### config.mk
export PLATFORM = sky130hd
export DESIGN_NAME = conv_mac_accum
export DESIGN_NICKNAME = d
export VERILOG_FILES = /design/src/rtl/conv_mac_accum.sv
export SDC_FILE = /design/constraint.sdc
export NUM_CORES = 1
export LEC_CHECK = 0
export ABC_CLOCK_PERIOD_IN_PS = 21300
export CAP_MARGIN = 20
export CORE_MARGIN = 5
export CORE_UTILIZATION = 47
export DETAILED_ROUTE_END_ITERATION = 10
export PLACE_DENSITY = 0.76
export SYNTH_ARGS = -nofsm -noshare
export SYNTH_HDL_FRONTEND = slang
export SYNTH_SLANG_ARGS = --single-unit
### constraint.sdc
create_clock -name clk -period 21.3 [get_ports clk]
set_input_delay 4.26 -clock clk [delete_from_list [all_inputs] [get_ports clk]]
set_output_delay 4.26 -clock clk [all_outputs]
set_load 0.03 [all_outputs]
### src/rtl/conv_mac_accum.sv
// conv_mac_accum: multiply-accumulate stage behind the convolution loop controller.
// It takes one kernel-tap tuple per handshake and issues the image and weight
// reads for that tap. It then accumulates img*wgt over the taps of a pixel. On
// the last tap it adds the shifted bias, applies the output shift, the optional
// ReLU and int8 saturation, and holds the pixel until the consumer takes it.
// Ports:
//   clk, reset                 clock, synchronous active-high reset
//   idx_valid/idx_ready        tap tuple handshake (i,j,k,m,n,l,in_row,in_col)
//   img_rd_en/img_addr         image read, data on img_data one cycle later
//   wgt_rd_en/wgt_addr         weight read, data on wgt_data one cycle later
//   bias_addr/bias_data        bias read (address = i), one-cycle latency
//   out_valid/out_ready        result handshake, out_data/out_addr held while stalled
module conv_mac_accum #(
  parameter int unsigned CONV_IM_DIM     = 32,
  parameter int unsigned CONV_IM_CH      = 3,
  parameter int unsigned CONV_DIM_KERNEL = 5,
  parameter int unsigned CONV_DIM_OUT    = 32,
  parameter int unsigned ADDR_W          = 16,
  parameter int unsigned BIAS_SHIFT      = 0,
  parameter int unsigned OUT_SHIFT       = 9,
  parameter bit          RELU            = 1'b1
) (
  input  logic              clk,
  input  logic              reset,
  input  logic              idx_valid,
  output logic              idx_ready,
  input  logic [7:0]        i,
  input  logic [7:0]        j,
  input  logic [7:0]        k,
  input  logic [7:0]        m,
  input  logic [7:0]        n,
  input  logic [1:0]        l,
  input  logic [7:0]        in_row,
  input  logic [7:0]        in_col,
  output logic              img_rd_en,
  output logic [ADDR_W-1:0] img_addr,
  input  logic [7:0]        img_data,
  output logic              wgt_rd_en,
  output logic [ADDR_W-1:0] wgt_addr,
  input  logic [7:0]        wgt_data,
  output logic [7:0]        bias_addr,
  input  logic [7:0]        bias_data,
  output logic              out_valid,
  input  logic              out_ready,
  output logic [7:0]        out_data,
  output logic [ADDR_W-1:0] out_addr
);

  localparam int unsigned K = CONV_DIM_KERNEL;

  typedef enum logic [1:0] {
    ACCUM = 2'd0,
    DRAIN = 2'd1,
    HOLD  = 2'd2
  } state_e;

  state_e state_q, state_d;
  logic   idx_ready_q, idx_ready_d;
  logic   out_valid_q, out_valid_d;

  // E0 -> E1 pipeline stage
  logic              p1_valid_q, p1_valid_d;
  logic              p1_first_q, p1_first_d;
  logic              p1_last_q,  p1_last_d;
  logic              p1_inb_q,   p1_inb_d;
  logic [ADDR_W-1:0] p1_addr_q,  p1_addr_d;

  // E1 -> E2 pipeline stage
  logic              p2_valid_q, p2_valid_d;
  logic [ADDR_W-1:0] p2_addr_q,  p2_addr_d;

  logic signed [31:0] acc_q, acc_d;
  logic [7:0]         bias_q, bias_d;
  logic [7:0]         out_data_q, out_data_d;
  logic [ADDR_W-1:0]  out_addr_q, out_addr_d;

  logic               accept_c, in_bounds_c, first_c, last_c;
  logic signed [15:0] img_ext_c, wgt_ext_c, prod16_c;
  logic signed [31:0] product_c, bias_ext_c, sum_c, shifted_c;
  logic [7:0]         sat_c;

  // Tap decode, bounds test and memory addressing straight from the inputs
  always_comb begin
    accept_c    = idx_valid & idx_ready_q;
    // Negative coordinates are padding; the sign bit rejects them before the unsigned compare
    in_bounds_c = !in_row[7] && !in_col[7] &&
                  (32'(in_row) < CONV_IM_DIM) && (32'(in_col) < CONV_IM_DIM);
    first_c     = (m == 8'd0) && (n == 8'd0) && (l == 2'd0);
    last_c      = (32'(m) == K - 1) && (32'(n) == K - 1) && (32'(l) == CONV_IM_CH - 1);
    img_addr    = ADDR_W'((32'(in_row) * CONV_IM_DIM + 32'(in_col)) * CONV_IM_CH + 32'(l));
    wgt_addr    = ADDR_W'(((32'(i) * K + 32'(m)) * K + 32'(n)) * CONV_IM_CH + 32'(l));
    bias_addr   = i;
    img_rd_en   = accept_c & in_bounds_c;
    wgt_rd_en   = accept_c;
  end

  // Datapath: tap capture, multiply-accumulate, bias/shift/ReLU/saturate
  always_comb begin
    p1_valid_d = accept_c;
    p1_first_d = p1_first_q;
    p1_last_d  = p1_last_q;
    p1_inb_d   = p1_inb_q;
    p1_addr_d  = p1_addr_q;
    if (accept_c) begin
      p1_first_d = first_c;
      p1_last_d  = last_c;
      p1_inb_d   = in_bounds_c;
      p1_addr_d  = ADDR_W'((32'(i) * CONV_DIM_OUT + 32'(j)) * CONV_DIM_OUT + 32'(k));
    end

    img_ext_c = {{8{img_data[7]}}, img_data};
    wgt_ext_c = {{8{wgt_data[7]}}, wgt_data};
    prod16_c  = img_ext_c * wgt_ext_c;
    product_c = '0;
    if (p1_inb_q) begin
      product_c = {{16{prod16_c[15]}}, prod16_c};
    end

    // A first tap restarts the sum, so any unfinished pixel is dropped
    acc_d  = acc_q;
    bias_d = bias_q;
    if (p1_valid_q) begin
      acc_d = p1_first_q ? product_c : acc_q + product_c;
      if (p1_last_q) begin
        bias_d = bias_data;
      end
    end
    p2_valid_d = p1_valid_q & p1_last_q;
    p2_addr_d  = p1_valid_q ? p1_addr_q : p2_addr_q;

    bias_ext_c = {{24{bias_q[7]}}, bias_q};
    sum_c      = acc_q + (bias_ext_c <<< BIAS_SHIFT);
    shifted_c  = sum_c >>> OUT_SHIFT;
    if (RELU && shifted_c[31]) begin
      shifted_c = '0;
    end
    if (shifted_c > 32'sd127) begin
      sat_c = 8'h7F;
    end else if (shifted_c < -32'sd128) begin
      sat_c = 8'h80;
    end else begin
      sat_c = shifted_c[7:0];
    end

    out_data_d = out_data_q;
    out_addr_d = out_addr_q;
    if (p2_valid_q) begin
      out_data_d = sat_c;
      out_addr_d = p2_addr_q;
    end
  end

  // Control FSM: accept taps, wait for the finished pixel, hold it until taken
  always_comb begin
    state_d     = state_q;
    idx_ready_d = idx_ready_q;
    out_valid_d = out_valid_q;
    unique case (state_q)
      ACCUM: begin
        if (accept_c && last_c) begin
          state_d     = DRAIN;
          idx_ready_d = 1'b0;
        end
      end
      DRAIN: begin
        if (p2_valid_q) begin
          state_d     = HOLD;
          out_valid_d = 1'b1;
        end
      end
      HOLD: begin
        if (out_valid_q && out_ready) begin
          state_d     = ACCUM;
          out_valid_d = 1'b0;
          idx_ready_d = 1'b1;
        end
      end
      default: begin
        state_d     = ACCUM;
        idx_ready_d = 1'b1;
        out_valid_d = 1'b0;
      end
    endcase
  end

  always_ff @(posedge clk) begin
    if (reset) begin
      state_q     <= ACCUM;
      idx_ready_q <= 1'b1;
      out_valid_q <= 1'b0;
      p1_valid_q  <= 1'b0;
      p1_first_q  <= 1'b0;
      p1_last_q   <= 1'b0;
      p1_inb_q    <= 1'b0;
      p1_addr_q   <= '0;
      p2_valid_q  <= 1'b0;
      p2_addr_q   <= '0;
      acc_q       <= '0;
      bias_q      <= '0;
      out_data_q  <= '0;
      out_addr_q  <= '0;
    end else begin
      state_q     <= state_d;
      idx_ready_q <= idx_ready_d;
      out_valid_q <= out_valid_d;
      p1_valid_q  <= p1_valid_d;
      p1_first_q  <= p1_first_d;
      p1_last_q   <= p1_last_d;
      p1_inb_q    <= p1_inb_d;
      p1_addr_q   <= p1_addr_d;
      p2_valid_q  <= p2_valid_d;
      p2_addr_q   <= p2_addr_d;
      acc_q       <= acc_d;
      bias_q      <= bias_d;
      out_data_q  <= out_data_d;
      out_addr_q  <= out_addr_d;
    end
  end

  assign idx_ready = idx_ready_q;
  assign out_valid = out_valid_q;
  assign out_data  = out_data_q;
  assign out_addr  = out_addr_q;

endmodule

==> run metrics, run 1 <==
CP arrival=roughly 11 ns; PnR worst setup slack=roughly 5.7 ns; Critical Path End Type=output pin; Reg2Reg Depth=12; Hold Fails Final Rpt=0; outcome=completed; critical path's most frequent cell=ha_1; I/O pin count=154; fmax=about 0.064 GHz; top post-synthesis cells by count=ha_1, inv_1, nor2_1; number of synthesized flops with an enable pin=0; period utilization=between 70% and 80%; layout cell share with drive strength beyond 1=approximately 2.7%; count of input and output buffers=roughly 150; Die Y=roughly 180 um; hold buffers post-CTS=0; setup TNS=0 ns; Final Slew Violations=0; initial drt markers=627; # clock sinks=~110; top cell type's share of synthesized area=a little under a fifth; clk buf depth=2; post-DR wirelength/cell=between 15 and 20 um; # DRC=0; Yosys reg bits=between 100 and 150; crit-path max cell delay=about 0.70 ns; most frequent cell after synthesis=ha_1; CTS resizes=0; global route overflow=0; Die ar.=about 31,000 um^2; Crit. Startpoint=i[3]; Clk Latency, worst-skew pair=0.36 ns; Max Cap Viol=0; routability cong.=a little over 0.9; final core utilization=between 50% and 60%; Initial Util=47.4%; Slew HR=around 28%; gr usage total=20.2%; setup repair after global routing missed its margin=false; Max Fanout on Critical Path=8; async set-reset flop share out of synthesis=0%; Mapped Area=approximately 13,000 um^2; Post-Route WL=about 32,000 um; Primary FF master, synth=dfxtp_1; leading post-synthesis cells by cell area=ha_1, dfxtp_1, fa_1; worst clock skew=approximately 0.012 ns; Critical Setup Path Class=input pin to output pin; vias per cell=5.50; worst hold path startpoint=p1_addr_q[12]; Distinct cells, synth=~80; Area growth syn-to-layout=16.5%; CTS buffer count=9; Core Rows=just over 60; number of global-route vias before repair=around 11,000; first-pass GRT wire length=~54,000 um; Net Count, Synth=around 2,000; Worst Tran Pin Value=between 1 and 1.5 ns; Critical R2R Launch=p1_inb_q; CP Data Required Time=about 17 ns; post-CTS setup repair buffer count=0; Worst-path clk slew=roughly 0.080 ns; Synth Area per Inst=8.17 um^2; Seq/Total Area, Yosys=16.0%; initial antenna violation count=3; Final Critical Period=15.62 ns; post-DP HPWL=approximately 26,000 um; synth warn=0; Antenna Nets Post-Route=0; flop2flop setup slack=17.04 ns; slowest CP cell=clkdlybuf4s50_1; Root Buffer=clkbuf_16; largest net degree at the start of global routing=102; crit start category=input pin; Cells after Synth=~1,600; Layout Nets=around 2,100; CTS tree=built; Horiz. Die Dim=around 180 um; H-Tree Depth=3; pre-CTS setup slack=roughly 5.7 ns; largest area contributor in the netlist=ha_1; Final Setup Violations=0; Worst Hold Class=flip-flop to flip-flop; CORE AREA=roughly 28,000 um^2; hold path cells=2; detailed-route via count=about 12,000; Pre-antenna DRT Iters=6
==> final timing paths <==
| kind | end |
|---|---|
| worst max-delay path | wgt_addr[14] |
| worst min-delay path | p1_addr_q[12] |
| worst max register to register | acc_q[31] |
| worst min register to register | p1_addr_q[12] |
==> metrics by stage <==
step	std cells	instance area [um^2]	hold slack [ns]
after floorplan	1607	13100	0.432
after global placement	2099	15000	0.442
after detailed placement	2099	15000	0.446
after CTS	2115	15300	0.457
after global routing	2116	15300	0.477
final	2116	15300	0.461
==> metal layers <==
metal / wire length, um / part of all wire, % / GRT usage [%]
met2: 15600 / 49 / 35.9
met3: 1620 / 5.0 / 3.35
met1: 14500 / 45 / 26.3
met5: 23 / 0.072 / 0
met4: 367 / 1.1 / 3.42
==> cell type report <==
cell class,count,area (um^2)
Inverter,195,732
Clock inverter,7,93.8
Tap cell,378,473
Sequential cell,105,2100
Antenna cell,1,2.50
Clock buffer,9,225
Timing Repair Buffer,159,1570
Fill cell,2517,12400
Multi-Input combinational cell,1262,10100
==> sequential cells by signal, summed over array words and instances, names as in the netlist <==
register / flops
out_addr: 16
state_q: 2
bias_q: 8
idx_ready: 1
p2_valid_q: 1
p1_inb_q: 1
acc_q: 32
p2_addr_q: 16
out_data: 8
p1_valid_q: 1
p1_first_q: 1
out_valid: 1
p1_last_q: 1
p1_addr_q: 16
==> critical path, delay by kind of cell <==
kind	cells	cell delay [ns]
buffers and inverters	4	1.40
AND/OR/NAND/NOR	4	0.90
adder cells (fa/ha/maj)	8	2.71
AO/OA/AOI/OAI	9	1.78
XOR/XNOR	2	0.29
==> cell usage in the layout, fill, tap and decap left out, types with 8 or more instances in the layout <==
cell,synthesis,final
nand2_1,103,103
nand3_1,22,22
xnor2_1,61,61
nand2b_1,9,9
and2_1,55,55
dfxtp_1,105,104
a21oi_1,124,124
inv_1,192,192
or3_1,11,11
a21boi_0,14,14
o21bai_1,11,11
nor2b_1,25,25
ha_1,201,201
nand4_1,8,8
clkdlybuf4s50_1,0,152
and3_1,12,12
o211ai_1,12,12
a31oi_1,8,8
mux2i_1,38,37
clkbuf_16,0,9
a211oi_1,33,33
a21o_1,37,37
nor3_1,37,37
o21a_1,10,10
nor2_1,142,142
fa_1,75,75
xor2_1,32,32
o21ai_0,68,68
==> cells by family (layout without fill, tap and decap cells) <==
kind of cell | after synthesis | count (layout) | share of synthesized area [%]
XOR/XNOR | 93 | 93 | 6.20
buffers and inverters | 240 | 370 | 7.16
flip-flops | 105 | 105 | 16.0
AND/OR/NAND/NOR | 459 | 459 | 17.0
AO/OA/AOI/OAI | 394 | 394 | 20.0
adder cells (fa/ha/maj) | 276 | 276 | 30.6
multiplexers | 40 | 40 | 3.07
other | 0 | 1 | 0
Power of run 1 is not shown: default switching activity piles up to over one toggle a cycle in this logic, so the estimate is an artifact.
==> run 2: changes to the inputs <==
--- a/config.mk
+++ b/config.mk
@@ -5,7 +5,7 @@
 export SDC_FILE = /design/constraint.sdc
 export NUM_CORES = 1
 export LEC_CHECK = 0
-export ABC_CLOCK_PERIOD_IN_PS = 21300
+export ABC_CLOCK_PERIOD_IN_PS = 16260
 export CAP_MARGIN = 20
 export CORE_MARGIN = 5
 export CORE_UTILIZATION = 47
==> constraint.sdc (replaced) <==
create_clock -name clk -period 16.26 [get_ports clk]
set_input_delay 3.252 -clock clk [delete_from_list [all_inputs] [get_ports clk]]
set_output_delay 3.252 -clock clk [all_outputs]
set_load 0.03 [all_outputs]
==> run 2 against run 1 <==
Against the previous run:
- via count is 0.16% lower
- non-clock buffer count unchanged
- wire length is 0.25% higher
- die area did not move
- critical endpoint unchanged
- largest cell class unchanged
- register-to-register slack got worse by 5.0 ns
==> run metrics, run 2 (synthesis gave the netlist of run 1 again) <==
detailed-route via count=11,600; CTS tree=built; Final Critical Period=about 14 ns; FF/Latch Area=about 2100 um^2; pre-CTS setup slack=~2.7 ns; clk buf depth=2; Post-Route WL=around 32,000 um; most common cell after layout, fill and taps aside=ha_1; Max Cap Viol=0; CP Data Required Time=roughly 13 ns; setup TNS=0 ns; most flop-heavy register=acc_q; count of input and output buffers=approximately 150; Clk Latency, worst-skew pair=approximately 0.36 ns; outcome=completed; fmax=roughly 0.074 GHz; gr usage total=about a fifth; Hold Fails Final Rpt=0; Worst Hold Class=flip-flop to flip-flop; number of flip-flops under the largest register name=32; CORE AREA=27,700 um^2; Antenna Nets Post-Route=0; post-DR wirelength/cell=roughly 15 um; most frequent cells in the layout=ha_1, inv_1, clkdlybuf4s50_1; Root Buffer=clkbuf_16; Initial Util=47.4%; initial antenna violation count=3; crit start category=input pin; family with the most delay on the worst path=adder cells; Global Route met1 Usage=26.1%; Die Y=177 um; post-CTS setup repair buffer count=0; worst clock skew=around 0.012 ns; met3 Use GR=3.55%; period utilization=83.5%; Slew HR=a little over a quarter; grt met2 use=a little over a third; vias per cell=5.50; critical path's most frequent cell=ha_1; Final Setup Violations=0; Max Fanout on Critical Path=8; Horiz. Die Dim=~180 um; Die ar.=31,400 um^2; Final Slew Violations=0; largest net degree at the start of global routing=around 100; gr busiest metal=met2; initial drt markers=around 600; layout cell share with drive strength beyond 1=roughly 2.7%; Buf/Inv on CP=4; Pre-antenna DRT Iters=5; Worst-path clk slew=0.08 ns; CP arrival=between 10 and 15 ns; routability cong.=~0.91; PnR worst setup slack=between 2 and 3 ns; I/O pin count=roughly 150; fillers=roughly 2,500; Critical Path End Type=output pin; CTS resizes=0; Layout Nets=~2,100; final core utilization=55.2%; Worst Tran Pin Value=roughly 1.1 ns; Core Rows=61; first-pass GRT wire length=53,700 um; Inserted Diodes=0; hold buffers post-CTS=0; area occupied by multi-input gates=roughly 10,000 um^2; post-DP HPWL=26,000 um; number of global-route vias before repair=~11,000; # DRC=0; # clock sinks=around 110; CTS buffer count=9; crit-path max cell delay=about 0.7 ns; global route overflow=0; Critical Setup Path Class=input pin to output pin; H-Tree Depth=3; slowest CP cell=clkdlybuf4s50_1; Area growth syn-to-layout=16.5%; setup repair after global routing missed its margin=false
run 2: cell count changes in the layout (fill, tap and decap cells not counted), sizes merged:
cell   previous run  this run
diode             1         0
run 2: routing by layer:
metal	vias to the layer above	wire [um]
met5	-	41
met4	6	494
met3	42	1460
met2	230	15500
met1	5487	14600
li1	5857	-
run 2: final timing paths:
check,from,slack [ns],cells past startpoint,end
max,i[3],2.68,27,wgt_addr[14]
min,p1_addr_q[8],0.46,2,p1_addr_q[8]
max reg2reg,p1_inb_q,12.02,12,acc_q[31]
min reg2reg,p1_addr_q[8],0.46,2,p1_addr_q[8]
run 2: area by class of cell:
cell class,count,share of cell area [%]
Clock buffer,9,1.47
Clock inverter,7,0.614
Inverter,195,4.79
Multi-Input combinational cell,1262,66.0
Sequential cell,105,13.8
Tap cell,378,3.09
Timing Repair Buffer,159,10.3
run 2: worst min-delay path: cells and delay by family, from the launching register on:
family | cells | cell delay (ns)
AND/OR/NAND/NOR | 1 | 0.05
AO/OA/AOI/OAI | 1 | 0.05
flip-flops | 1 | 0.32
run 2: through the flow:
stage / hold slack, ns / instances / area, um^2
finish: 0.456 / 2115 / 15300
CTS: 0.457 / 2115 / 15300
floorplan: 0.432 / 1607 / 13100
detailed placement: 0.446 / 2099 / 15000
global route: 0.481 / 2115 / 15300
global placement: 0.442 / 2099 / 15000
Power of run 2 is left out for the same reason.
==> run 3: changes to the inputs <==
--- a/config.mk
+++ b/config.mk
@@ -5,7 +5,7 @@
 export SDC_FILE = /design/constraint.sdc
 export NUM_CORES = 1
 export LEC_CHECK = 0
-export ABC_CLOCK_PERIOD_IN_PS = 16260
+export ABC_CLOCK_PERIOD_IN_PS = 13800
 export CAP_MARGIN = 20
 export CORE_MARGIN = 5
 export CORE_UTILIZATION = 47
==> constraint.sdc (replaced) <==
create_clock -name clk -period 13.8 [get_ports clk]
set_input_delay 2.76 -clock clk [delete_from_list [all_inputs] [get_ports clk]]
set_output_delay 2.76 -clock clk [all_outputs]
set_load 0.03 [all_outputs]
==> run 3 against run 2 <==
Against the previous run:
- final area is essentially flat
- highest routed layer unchanged
- sequential share of layout area about the same
- wire length is 0.96% lower
- utilization barely moved
==> run metrics, run 3 (synthesis gave the netlist of run 1 again) <==
worst clock skew=0.0105 ns; crit start category=input pin; I/O pin count=between 150 and 200; most frequent cells in the layout=ha_1, inv_1, clkdlybuf4s50_1; Max Cap Viol=0; number of global-route vias before repair=approximately 12,000; post-DR wirelength/cell=15.0 um; initial antenna violation count=3; met1 WL=between 10,000 and 15,000 um; Final Setup Violations=0; global route overflow=0; CP arrival=~10 ns; Max Fanout on Critical Path=8; CTS tree=built; number of flip-flops under the largest register name=32; Layout Nets=around 2,100; largest net degree at the start of global routing=between 100 and 150; post-CTS setup repair buffer count=0; Routed met3 length=1450 um; Root Buffer=clkbuf_16; Worst Tran Pin Value=1.07 ns; Clk Latency, worst-skew pair=0.35 ns; Worst-path clk slew=0.08 ns; Critical Path End Type=output pin; post-DP HPWL=around 26,000 um; hold buffers post-CTS=0; Area growth syn-to-layout=16.5%; outcome=completed; routability cong.=between 0.9 and 1; final instance area=between 15,000 and 20,000 um^2; met2 routed WL=15,300 um; CTS resizes=0; Post-Route WL=31,800 um; Horiz. Die Dim=between 150 and 200 um; # DRC=0; period utilization=between 90 and 100%; count of input and output buffers=roughly 150; fillers=~2,500; most common cell after layout, fill and taps aside=ha_1; Final Slew Violations=0; Initial Util=around 47%; top sig layer=met5; first-pass GRT wire length=approximately 54,000 um; H-Tree Depth=3; Die ar.=between 30,000 and 40,000 um^2; Die Y=roughly 180 um; Antenna Nets Post-Route=0; Critical Setup Path Class=input pin to output pin; fmax=~0.079 GHz; layout cell share with drive strength beyond 1=roughly 2.7%; Core Rows=61; Placed Area=between 10,000 and 15,000 um^2; detailed-route via count=roughly 12,000; Hold Fails Final Rpt=0; Final Critical Period=between 10 and 15 ns; initial drt markers=659; CP Data Required Time=11.04 ns; vias per cell=5.50; CTS buffer count=9; setup TNS=0 ns; gr usage total=between 20% and 30%; setup repair after global routing missed its margin=false; clk buf depth=2; CORE AREA=about 28,000 um^2; most flop-heavy register=acc_q; Slew HR=between 20% and 30%; # clock sinks=105; Worst Hold Class=flip-flop to flip-flop; Pre-antenna DRT Iters=5
[run 3: worst max-delay path: stages]
cell and delay, ns:
clkdlybuf4s50_1 0.62, ha_1 0.30, fa_1 0.46, ha_1 0.35, a21oi_1 0.22, xnor2_1 0.13, ha_1 0.30, inv_1 0.05
fa_1 0.50, inv_1 0.05, ha_1 0.32, o21ai_0 0.11, a21boi_0 0.24, o21ai_0 0.14, a21boi_0 0.24, o21ai_0 0.15
a21boi_0 0.37, nor2_1 0.13, ha_1 0.31, ha_1 0.36, and3_1 0.16, a21oi_1 0.15, o211ai_1 0.14, a31o_2 0.25
a21oi_1 0.17, xnor2_1 0.13, clkdlybuf4s50_1 0.70
[run 3: worst paths after layout]
kind	from	endpoint	slack, ns	cells past startpoint
hold reg to reg	p1_addr_q[8]	p1_addr_q[8]	0.46	2
setup reg to reg	p1_inb_q	acc_q[31]	9.57	12
hold / removal	p1_addr_q[8]	p1_addr_q[8]	0.46	2
setup / recovery	i[3]	wgt_addr[14]	1.22	27
[run 3: layer usage]
layer / track usage, % / up-vias
li1: - / 5847
met1: 26.3 / 5534
met2: 35.4 / 222
met3: 3.50 / 40
met4: 4.48 / 2
met5: 0 / -
[run 3: through the flow]
stage / setup WS (ns) / hold WS, ns / util, % / instances
global placement: 1.34 / 0.442 / 54.1 / 2099
detailed placement: 1.25 / 0.446 / 54.1 / 2099
finish: 1.22 / 0.456 / 55.2 / 2117
CTS: 1.23 / 0.457 / 55.2 / 2115
floorplan: 2.82 / 0.432 / - / 1607
global route: 0.611 / 0.473 / 55.2 / 2117
[run 3: layout make-up]
type                       instances  area, um^2  area share (%)
inverter                         195         732            4.78
multi-input combinational       1262       10100            66.0
clock inverter                     7        93.8           0.613
tap                              378         473            3.09
clock buffer                       9         225            1.47
sequential                       105        2100            13.7
timing repair buffer             159        1570            10.3
antenna                            2        5.00          0.0327
Power of run 3 is left out for the same reason.
